File: config.mk
export PLATFORM = sky130hd
export DESIGN_NAME = step_button_conditioner
export DESIGN_NICKNAME = d
export VERILOG_FILES = /design/src/rtl/step_button_conditioner.sv
export SDC_FILE = /design/constraint.sdc
export NUM_CORES = 1
export LEC_CHECK = 0
export CORE_MARGIN = 3
export CORE_UTILIZATION = 51
export CTS_CLUSTER_DIAMETER = 150
export DETAILED_ROUTE_END_ITERATION = 6
export PLACE_DENSITY = 0.73
export SYNTH_ARGS = -nofsm -noshare
export SYNTH_HDL_FRONTEND = slang
export SYNTH_SLANG_ARGS = --single-unit
File: constraint.sdc
create_clock -name clk -period 5.7 [get_ports clk]
set_input_delay 1.14 -clock clk [delete_from_list [all_inputs] [get_ports clk]]
set_output_delay 1.14 -clock clk [all_outputs]
set_load 0.02 [all_outputs]
File: src/rtl/step_button_conditioner.sv
// Push-button front end: 2-FF synchroniser, tick-based debouncer, edge detect and a
// press / auto-repeat pulse generator with a running pulse counter, all in the clk domain.
module step_button_conditioner #(
  parameter int unsigned TICK_DIV       = 200000,
  parameter int unsigned DEBOUNCE_TICKS = 4,
  parameter int unsigned REPEAT_DELAY   = 250,
  parameter int unsigned REPEAT_PERIOD  = 50
) (
  input  logic       clk,
  input  logic       reset,
  input  logic       btn_in,
  input  logic       repeat_en,
  output logic       level_out,
  output logic       pulse_out,
  output logic [7:0] pulse_count
);

  localparam int unsigned TickW   = (TICK_DIV > 1) ? $clog2(TICK_DIV) : 1;
  localparam int unsigned DcntW   = $clog2(DEBOUNCE_TICKS + 1);
  localparam int unsigned RcntMax = (REPEAT_DELAY > REPEAT_PERIOD) ? REPEAT_DELAY : REPEAT_PERIOD;
  localparam int unsigned RcntW   = (RcntMax > 1) ? $clog2(RcntMax) : 1;

  localparam logic [TickW-1:0] TickLast   = TickW'(TICK_DIV - 1);
  localparam logic [DcntW-1:0] DcntTarget = DcntW'(DEBOUNCE_TICKS);
  localparam logic [RcntW-1:0] DelayLast  = RcntW'(REPEAT_DELAY - 1);
  localparam logic [RcntW-1:0] PeriodLast = RcntW'(REPEAT_PERIOD - 1);

  typedef enum logic [1:0] {StIdle, StDelay, StRepeat, StHold} state_e;

  logic [1:0]       sync_q, sync_d;
  logic [TickW-1:0] tcnt_q, tcnt_d;
  logic [DcntW-1:0] dcnt_q, dcnt_d;
  logic             level_q, level_d;
  logic             level_dly_q, level_dly_d;
  state_e           state_q, state_d;
  logic [RcntW-1:0] rcnt_q, rcnt_d;
  logic             pulse_q, pulse_d;
  logic [7:0]       count_q, count_d;

  logic btn_s;
  logic tick;
  logic rise;
  logic fall;
  logic release_now;
  logic released;

  assign btn_s = sync_q[1];
  assign tick  = (tcnt_q == TickLast);

  // Synchroniser, tick divider and debouncer
  always_comb begin
    sync_d      = {sync_q[0], btn_in};
    tcnt_d      = tick ? '0 : tcnt_q + TickW'(1);
    dcnt_d      = dcnt_q;
    level_d     = level_q;
    level_dly_d = level_q;
    if (tick) begin
      if (btn_s != level_q) begin
        if (dcnt_q + DcntW'(1) == DcntTarget) begin
          level_d = ~level_q;
          dcnt_d  = '0;
        end else begin
          dcnt_d = dcnt_q + DcntW'(1);
        end
      end else begin
        dcnt_d = '0;
      end
    end
  end

  assign rise = level_q & ~level_dly_q;
  assign fall = ~level_q & level_dly_q;
  // The debounced level only drops on a tick, which is also when repeat pulses fall due.
  // Catching the drop in the same clk lets release win over a coincident repeat pulse.
  assign release_now = level_q & ~level_d;
  assign released    = release_now | fall;

  always_comb begin
    state_d = state_q;
    rcnt_d  = rcnt_q;
    pulse_d = 1'b0;
    case (state_q)
      StIdle: begin
        if (rise) begin
          pulse_d = 1'b1;
          rcnt_d  = '0;
          state_d = StDelay;
        end
      end
      StDelay: begin
        if (released) begin
          rcnt_d  = '0;
          state_d = StIdle;
        end else if (tick) begin
          if (rcnt_q == DelayLast) begin
            rcnt_d = '0;
            if (repeat_en) begin
              pulse_d = 1'b1;
              state_d = StRepeat;
            end else begin
              state_d = StHold;
            end
          end else begin
            rcnt_d = rcnt_q + RcntW'(1);
          end
        end
      end
      StRepeat: begin
        if (released) begin
          rcnt_d  = '0;
          state_d = StIdle;
        end else if (!repeat_en) begin
          rcnt_d  = '0;
          state_d = StHold;
        end else if (tick) begin
          if (rcnt_q == PeriodLast) begin
            pulse_d = 1'b1;
            rcnt_d  = '0;
          end else begin
            rcnt_d = rcnt_q + RcntW'(1);
          end
        end
      end
      StHold: begin
        if (released) begin
          rcnt_d  = '0;
          state_d = StIdle;
        end
      end
      default: begin
        rcnt_d  = '0;
        state_d = StIdle;
      end
    endcase
    count_d = count_q + 8'(pulse_d);
  end

  always_ff @(posedge clk or negedge reset) begin
    if (!reset) begin
      sync_q      <= '0;
      tcnt_q      <= '0;
      dcnt_q      <= '0;
      level_q     <= 1'b0;
      level_dly_q <= 1'b0;
      state_q     <= StIdle;
      rcnt_q      <= '0;
      pulse_q     <= 1'b0;
      count_q     <= '0;
    end else begin
      sync_q      <= sync_d;
      tcnt_q      <= tcnt_d;
      dcnt_q      <= dcnt_d;
      level_q     <= level_d;
      level_dly_q <= level_dly_d;
      state_q     <= state_d;
      rcnt_q      <= rcnt_d;
      pulse_q     <= pulse_d;
      count_q     <= count_d;
    end
  end

  assign level_out   = level_q;
  assign pulse_out   = pulse_q;
  assign pulse_count = count_q;

endmodule

; After elaboration in Yosys (flattened, before gate mapping)
; Index checks and enable logic that the tools add are counted.
[classes]
n_addsub = 4
n_eq_ne = 14
muxes = 35
bitwise_logic = 7
n_reduce_logical = 3
[ops]
columns = cell, count
row1 = $mux W8, 9
row2 = $pmux W8 S4, 1
row3 = $add A18 B1 Y18 const B, 1
row4 = $eq A18 B18 Y1 const B, 1
row5 = $mux W18, 1
row6 = $mux W2, 7
row7 = $mux W1, 13
row8 = $ne A3 B3 Y1 const B, 3
row9 = $add A8 B1 Y8, 1
row10 = $add A8 B1 Y8 const B, 1
row11 = $eq A8 B6 Y1 const B, 1
row12 = $eq A8 B8 Y1 const B, 1
row13 = $pmux W2 S4, 1
row14 = $mux W3, 2
row15 = $reduce_and A5 Y1, 1
row16 = $eq A2 B2 Y1 const B, 2
row17 = $ne A2 B2 Y1 const B, 2
row18 = $ne A4 B4 Y1 const B, 1
row19 = $reduce_and A4 Y1, 1
row20 = $add A3 B1 Y3 const B, 1
row21 = $and A1 B1 Y1, 3
row22 = $eq A3 B3 Y1 const B, 1
row23 = $not A1 Y1, 3
row24 = $pmux W1 S3, 1
row25 = 4 further kinds, 4
[totals]
register_bits = 44
in_bits = 4
output_inout_bits = 10
wordCells = 72

; Logic depth before layout (Yosys ltp)
; Gate-level depths: netlist of the first run.
[logic_depth]
depth_word = 11
depth_mapped = 12
ltp_nobuf = 11

; Worst setup path after synthesis of the first run
; Ideal clock, no wire load.
[synth_path]
path_type = input -> register
from = in repeat_en
to = reg rcnt_q[3]
setup_time_ps = 96
arrival_ps = 2335
slack_ps = 3270
stages = 5
path_buffers = 0
path_cell_list = and2_1 > o41ai_1 > a21oi_1 > o2111ai_4 > o31ai_1
[synth_between]
elab_chain_cells = 3
elab_cells_between_ends = 5
cone_classes = eq/ne (1) / mux (3) / reduce/logical (1)
[synth_lines]
columns = element, line
row1 = "start, declared", 12  ; input logic repeat_en,
row2 = $mux W8, 112  ; end else if (!repeat_en) begin
row3 = $mux W8, 109  ; if (released) begin
row4 = $pmux W8 S4, 82  ; case (state_q)
row5 = "end signal, assigned", 156  ; rcnt_q <= rcnt_d;
row6 = "end, declared", 36  ; logic [RcntW-1:0] rcnt_q, rcnt_d;
; Several ways; a longest one is shown, not always the timed one.
; A chain may end at the register's enable or synchronous reset.

; Worst setup path after layout of the first run
; Same ends and word-level chain as after synthesis.

==> qor.txt, run 1 <==
area grow syn2layout - 11.7%
crit path capture type - register
clk buf depth - 2
Core Util, Final - 0.617
die width - 73.5 µm
post-CTS setup buffers - 0
wire length per cell - 14.5 µm
Final period util - 0.519
Req. time, crit path - 5.90 ns
fmax - 338 MHz
final non-filler cell total - 286
Hold Crit Class - reg -> reg
Initial DRC Count - 107
Synthesis Warnings - 0
FILL cells - 347
DRC - 0
first-pass GRT wire length - 7.33 mm
Crit Path Max Fanout - 8
post-route antenna net violation count - 0
Final Max Slew Viols - 0
max_slew headroom - 0.367
clk slew on worst S/H paths - 0.08 ns
Worst VDD drop - 0.136 mV
# diodes - 0
Die Area - 5400 µm²
CTS tree - built
final worst setup slack - 2.74 ns
unrepaired setup endpoints after global routing - false
post-DP HPWL - 2.87 mm
Synth Register Bits - 44
crit path kind - in -> reg
Gate Count Post-Synth - 218
syn nets - 237
Worst Max-Slew Pin Slew - 0.949 ns
count of cell types in the netlist - 41
buffers added on ports - 13
drt pass-1 iters - 4
Total GRT Usage - 0.175
Final Critical Period - 2.96 ns
Setup Viol. Count Final - 0
PD cells - 204 nW/µm²
Max-cap violations - 0
status - finished clean
mean post-synth cell area - 10.6 µm²
fin nets - 254
post-synthesis sequential area ratio - 0.474
type of element launching the critical path - input pin
Fin Setup TNS - 0 ns
Post-Syn Area - 2320 µm²
initial antenna violation count - 0
CTS Buf Count - 5
CTS Sinks - 44
GRT overflow - 0
worst-skew pair later-pin latency - 0.30 ns
cell row count - 23
initial core utilization - 0.552
P_leak - 1.13 nW
Hold Vio Cnt, Final - 0
power consumption - 0.529 mW
worst clock skew - 0.00408 ns
number of H-tree levels - 2
core area - 4200 µm²
number of placed instances with taps included - 278
vias in the first global route - 1610
hold buffers post-CTS - 0
DR vias - 1658
drt total wl - 4.14 mm
Root Driver - clkbuf_8
vias per cell - 5.80
Routability Congestion - 0.841
share of layout cells above drive strength 1 - 0.0720
pin count of the biggest net entering global routing - 45
Place WS - 2.46 ns
Post-CTS Resized - 0
Ports - 14
chip height - 73.5 µm
Crit path arrival time - 3.16 ns
[synthesized netlist by cell type, drive strengths merged]
| cell type | count | area, µm² |
|---|---|---|
| a2111oi | 1 | 15.0 |
| a211o | 1 | 8.76 |
| a21boi | 1 | 11.3 |
| a21o | 1 | 7.51 |
| a21oi | 3 | 15.0 |
| a221oi | 1 | 8.76 |
| a22o | 1 | 8.76 |
| a2bb2oi | 1 | 8.76 |
| a31oi | 2 | 12.5 |
| a32o | 1 | 10.0 |
| a32oi | 6 | 52.6 |
| and2 | 8 | 52.6 |
| and3 | 5 | 31.3 |
| buf | 2 | 10.0 |
| clkbuf | 1 | 3.75 |
| dfrtp | 44 | 1100 |
| ha | 15 | 188 |
| inv | 11 | 41.3 |
| mux2 | 1 | 11.3 |
| mux2i | 1 | 10.0 |
| nand2 | 15 | 56.3 |
| nand2b | 3 | 18.8 |
| nand3 | 19 | 95.1 |
| nand3b | 3 | 22.5 |
| nand4 | 3 | 18.8 |
| nand4b | 4 | 35.0 |
| nor2 | 13 | 48.8 |
| nor3 | 5 | 36.3 |
| nor4 | 3 | 18.8 |
| o2111ai | 1 | 26.3 |
| o211ai | 3 | 22.5 |
| o21ai | 5 | 25.0 |
| o31ai | 10 | 75.1 |
| o41ai | 1 | 8.76 |
| or2 | 1 | 6.26 |
| or4b | 2 | 23.8 |
| xnor2 | 10 | 87.6 |
| xor2 | 10 | 87.6 |
[power by group]
part / total [mW] / internal, mW / switching [mW] / leakage [nW]
sequential: 0.313 / 0.313 / 0.000328 / 0.591
clock: 0.208 / 0.0982 / 0.110 / 0.0434
combinational: 0.00827 / 0.00175 / 0.00653 / 0.494
total: 0.529 / 0.412 / 0.117 / 1.13
[per-layer routing]
layer,share of wire,GRT usage,vias to the layer above
met5,0,0,-
met4,0.011,0.0644,0
met3,0.048,0.0369,4
met2,0.45,0.258,38
met1,0.49,0.252,788
li1,-,-,828
[path summary, 6_finish.rpt]
| path | endpoint | slack [ns] | cells past startpoint | from |
|---|---|---|---|---|
| max | rcnt_q[3]$_DFFE_PN0P_ | 2.74 | 6 | repeat_en |
| min | sync_q[1]$_DFF_PN0_ | 0.35 | 0 | sync_q[0]$_DFF_PN0_ |
| max reg2reg | pulse_count[6]$_DFF_PN0_ | 2.84 | 11 | dcnt_q[0]$_DFFE_PN0N_ |
| min reg2reg | sync_q[1]$_DFF_PN0_ | 0.35 | 0 | sync_q[0]$_DFF_PN0_ |
| max in group asynchronous | rcnt_q[1]$_DFFE_PN0P_ | 4.13 | 1 | reset |
| min in group asynchronous | tcnt_q[12]$_DFF_PN0_ | 0.99 | 1 | reset |
[critical path, cell delays in order]
cell and delay [ns]:
clkdlybuf4s50_1 0.47, and2_1 0.22, o41ai_1 0.10, a21oi_1 0.61, o2111ai_4 0.29, o31ai_1 0.32
[logic make-up after synthesis]
logic type | synth area share
flip-flops | 0.474
buffers and inverters | 0.0237
XOR/XNOR | 0.0755
AND/OR/NAND/NOR | 0.200
multiplexers | 0.00916
adder cells (fa/ha/maj) | 0.0809
AO/OA/AOI/OAI | 0.136
[per-stage QoR]
step                      hold WS (ns)  cell area (µm²)
after floorplan                  0.331             2320
after global placement           0.333             2490
after detailed placement         0.336             2490
after CTS                        0.362             2590
after global routing             0.379             2590
final                            0.355             2590
[layout by cell type, fill, tap and decap left out, types with 2 or more instances in the layout]
cell type	n
a21oi_1	3
a31oi_1	2
a32oi_1	6
and2_1	7
and3_1	5
clkbuf_8	6
clkdlybuf4s50_1	12
clkinvlp_4	2
dfrtp_1	44
ha_1	15
inv_1	11
nand2_1	15
nand2b_1	3
nand3_1	19
nand3b_1	3
nand4_1	3
nand4b_1	4
nor2_1	13
nor3_1	4
nor4_1	3
o211ai_1	3
o21ai_0	5
o31ai_1	10
xnor2_1	10
xor2_1	10
[flip-flops by register name, summed over array words and instances (netlist names)]
name         cells
dcnt_q           3
level_dly_q      1
level_out        1
pulse_count      8
pulse_out        1
rcnt_q           8
state_q          2
sync_q           2
tcnt_q          18
[area by class of cell]
cell class	count	area, µm²	share of cell area
clock buffers	6	82.6	0.0319
clock inverters	2	15.0	0.00579
inverters	11	41.3	0.0159
multi-input cells	160	1160	0.449
flip-flops and latches	44	1100	0.425
well taps	50	62.6	0.0241
repair buffers	13	125	0.0483
Power figures use the tool's default switching activity.
==> run 2: changes to the inputs <==
Settings changed: PLACE_DENSITY 0.73 to 0.76.
Clock period 5.7 ns to 2.7 ns, I/O delays scaled along.
==> run 2 against run 1 <==
Effect of this change: utilization up 1.6 points; sequential cell count stayed put; final area up 2.7%; first-iteration DRC count decreased by 7.5%; final cell count is 2.1% higher; clock-buffer cell count unchanged; clock power rose to 2.5 times the previous value; worst hold slack better by 0.0017 ns; sequential share of layout area down 1.1 points; die area did not move; wire length increased by 4.0%; via count increased by 4.2%; critical path type is now reg -> reg; highest routed layer unchanged.
==> qor.txt, run 2 (synthesis gave the netlist of run 1 again) <==
Root Driver - clkbuf_8
Crit Path Max Fanout - 6 (-2)
chip height - 73.5 µm (unchanged)
Crit path arrival time - 2.66 ns (-0.50 ns)
unrepaired setup endpoints after global routing - false
post-DP HPWL - 3.10 mm (+8.1%)
status - finished clean
Core Util, Final - 0.633 (+0.0164)
initial core utilization - 0.552 (unchanged)
crit path capture type - register
Largest Register - tcnt_q
Initial DRC Count - 99 (-7.5%)
Die Area - 5400 µm² (unchanged)
Setup Viol. Count Final - 0 (unchanged)
first-pass GRT wire length - 7.62 mm (+4.0%)
Final period util - 0.917
worst clock skew - 0.0109 ns (+0.00681 ns)
Worst Max-Slew Pin Slew - 0.917 ns (-0.0315 ns)
commonest non-fill, non-tap cells in the layout - dfrtp_1 (44), nand3_1 (19), nand2_1 (15), ha_1 (15), nor2_1 (13)
commonest non-fill, non-tap cell in the layout - dfrtp_1
Total GRT Usage - 0.180 (+0.00576)
share of layout cells above drive strength 1 - 0.0950 (+0.0230)
drt pass-1 iters - 4 (unchanged)
P_leak - 1.18 nW (+4.3%)
core area - 4200 µm² (unchanged)
PD cells - 453 nW/µm² (+120%)
GRT overflow - 0 (unchanged)
fmax - 404 MHz
Post-CTS Resized - 0 (unchanged)
Final Critical Period - 2.48 ns
post-CTS setup buffers - 0 (unchanged)
post-route antenna net violation count - 0 (unchanged)
CTS Buf Count - 5 (unchanged)
wire length per cell - 14.7 µm (+1.9%)
pin count of the biggest net entering global routing - 45 (unchanged)
vias in the first global route - 1683 (+4.5%)
initial antenna violation count - 0 (unchanged)
type of element launching the critical path - register
Hold Vio Cnt, Final - 0 (unchanged)
max_slew headroom - 0.388 (+0.0210)
fin nets - 260 (+2.4%)
Worst VDD drop - 0.291 mV (+110%)
die width - 73.5 µm (unchanged)
vias per cell - 5.91 (+2.0%)
Routability Congestion - 0.788 (-6.4%)
Hold Crit Class - reg -> reg
buffers added on ports - 13 (unchanged)
Ports - 14 (unchanged)
Req. time, crit path - 2.89 ns (-3.01 ns)
clk slew on worst S/H paths - 0.09 ns (about the same)
cell row count - 23 (unchanged)
area grow syn2layout - 14.7%
CTS tree - built
crit path kind - reg -> reg
# diodes - 0 (unchanged)
DRC - 0 (unchanged)
number of H-tree levels - 2 (unchanged)
drt total wl - 4.31 mm (+4.0%)
worst-skew pair later-pin latency - 0.30 ns (about the same)
Final Max Slew Viols - 0 (unchanged)
Max-cap violations - 0 (unchanged)
Fin Setup TNS - 0 ns (unchanged)
CTS Sinks - 44 (unchanged)
hold buffers post-CTS - 0 (unchanged)
DR vias - 1727 (+4.2%)
clk buf depth - 2 (unchanged)
max reg flops - 18 (unchanged)
run 2: changes by cell type in the layout (fill, tap and decap cells not counted), sizes merged:
cell	delta
buf	+6
bufinv	+1
clkinv	+1
clkinvlp	-2
run 2: worst max-delay path, stage by stage, from the launching register on:
cell	delay, ns
dfrtp_1	0.44
or4b_4	0.57
nor3_4	0.21
and2_4	0.16
nand3_1	0.06
a21oi_1	0.26
ha_1	0.20
and3_1	0.21
nand3_1	0.12
xnor2_1	0.15
run 2: layer usage:
| layer | up-vias | GRT usage | wire length [µm] |
|---|---|---|---|
| met3 | 4 | 0.0369 | 177 |
| met1 | 846 | 0.247 | 2100 |
| met5 | - | 0 | 0 |
| met4 | 0 | 0.0604 | 33 |
| met2 | 35 | 0.285 | 2000 |
| li1 | 842 | - | - |
run 2: cell type report:
cell class | instances | area (µm²)
fill | 340 | 1540
multi-input combinational | 160 | 1160
sequential | 44 | 1100
timing repair buffer | 19 | 170
clock buffer | 6 | 82.6
tap | 50 | 62.6
inverter | 11 | 41.3
clock inverter | 2 | 38.8
run 2: through the flow:
step,cells,setup WS (ns),instance area (µm²),total power [mW],hold WS (ns)
final,292,0.224,2660,1.20,0.356
after global routing,292,0.0121,2660,1.25,0.373
after CTS,292,0.215,2660,1.21,0.360
after floorplan,218,0.276,2320,0.675,0.244
after detailed placement,284,0.229,2540,0.692,0.342
after global placement,284,0.311,2540,0.692,0.335
run 2: path summary, 6_finish.rpt:
check | start | endpoint | slack (ns) | depth (start not counted)
hold / removal | sync_q[0]$_DFF_PN0_ | sync_q[1]$_DFF_PN0_ | 0.36 | 0
setup / recovery | tcnt_q[13]$_DFF_PN0_ | pulse_count[7]$_DFF_PN0_ | 0.22 | 9
max in group asynchronous | reset | level_out$_DFF_PN0_ | 1.76 | 1
setup reg to reg | tcnt_q[13]$_DFF_PN0_ | pulse_count[7]$_DFF_PN0_ | 0.22 | 9
min in group asynchronous | reset | tcnt_q[2]$_DFF_PN0_ | 0.37 | 1
hold reg to reg | sync_q[0]$_DFF_PN0_ | sync_q[1]$_DFF_PN0_ | 0.36 | 0
run 2: power breakdown:
part | internal (mW) | leakage [nW] | switching [mW]
sequential | 0.660 | 0.591 | 0.000805
clock | 0.303 | 0.0614 | 0.225
combinational | 0.00369 | 0.524 | 0.0134
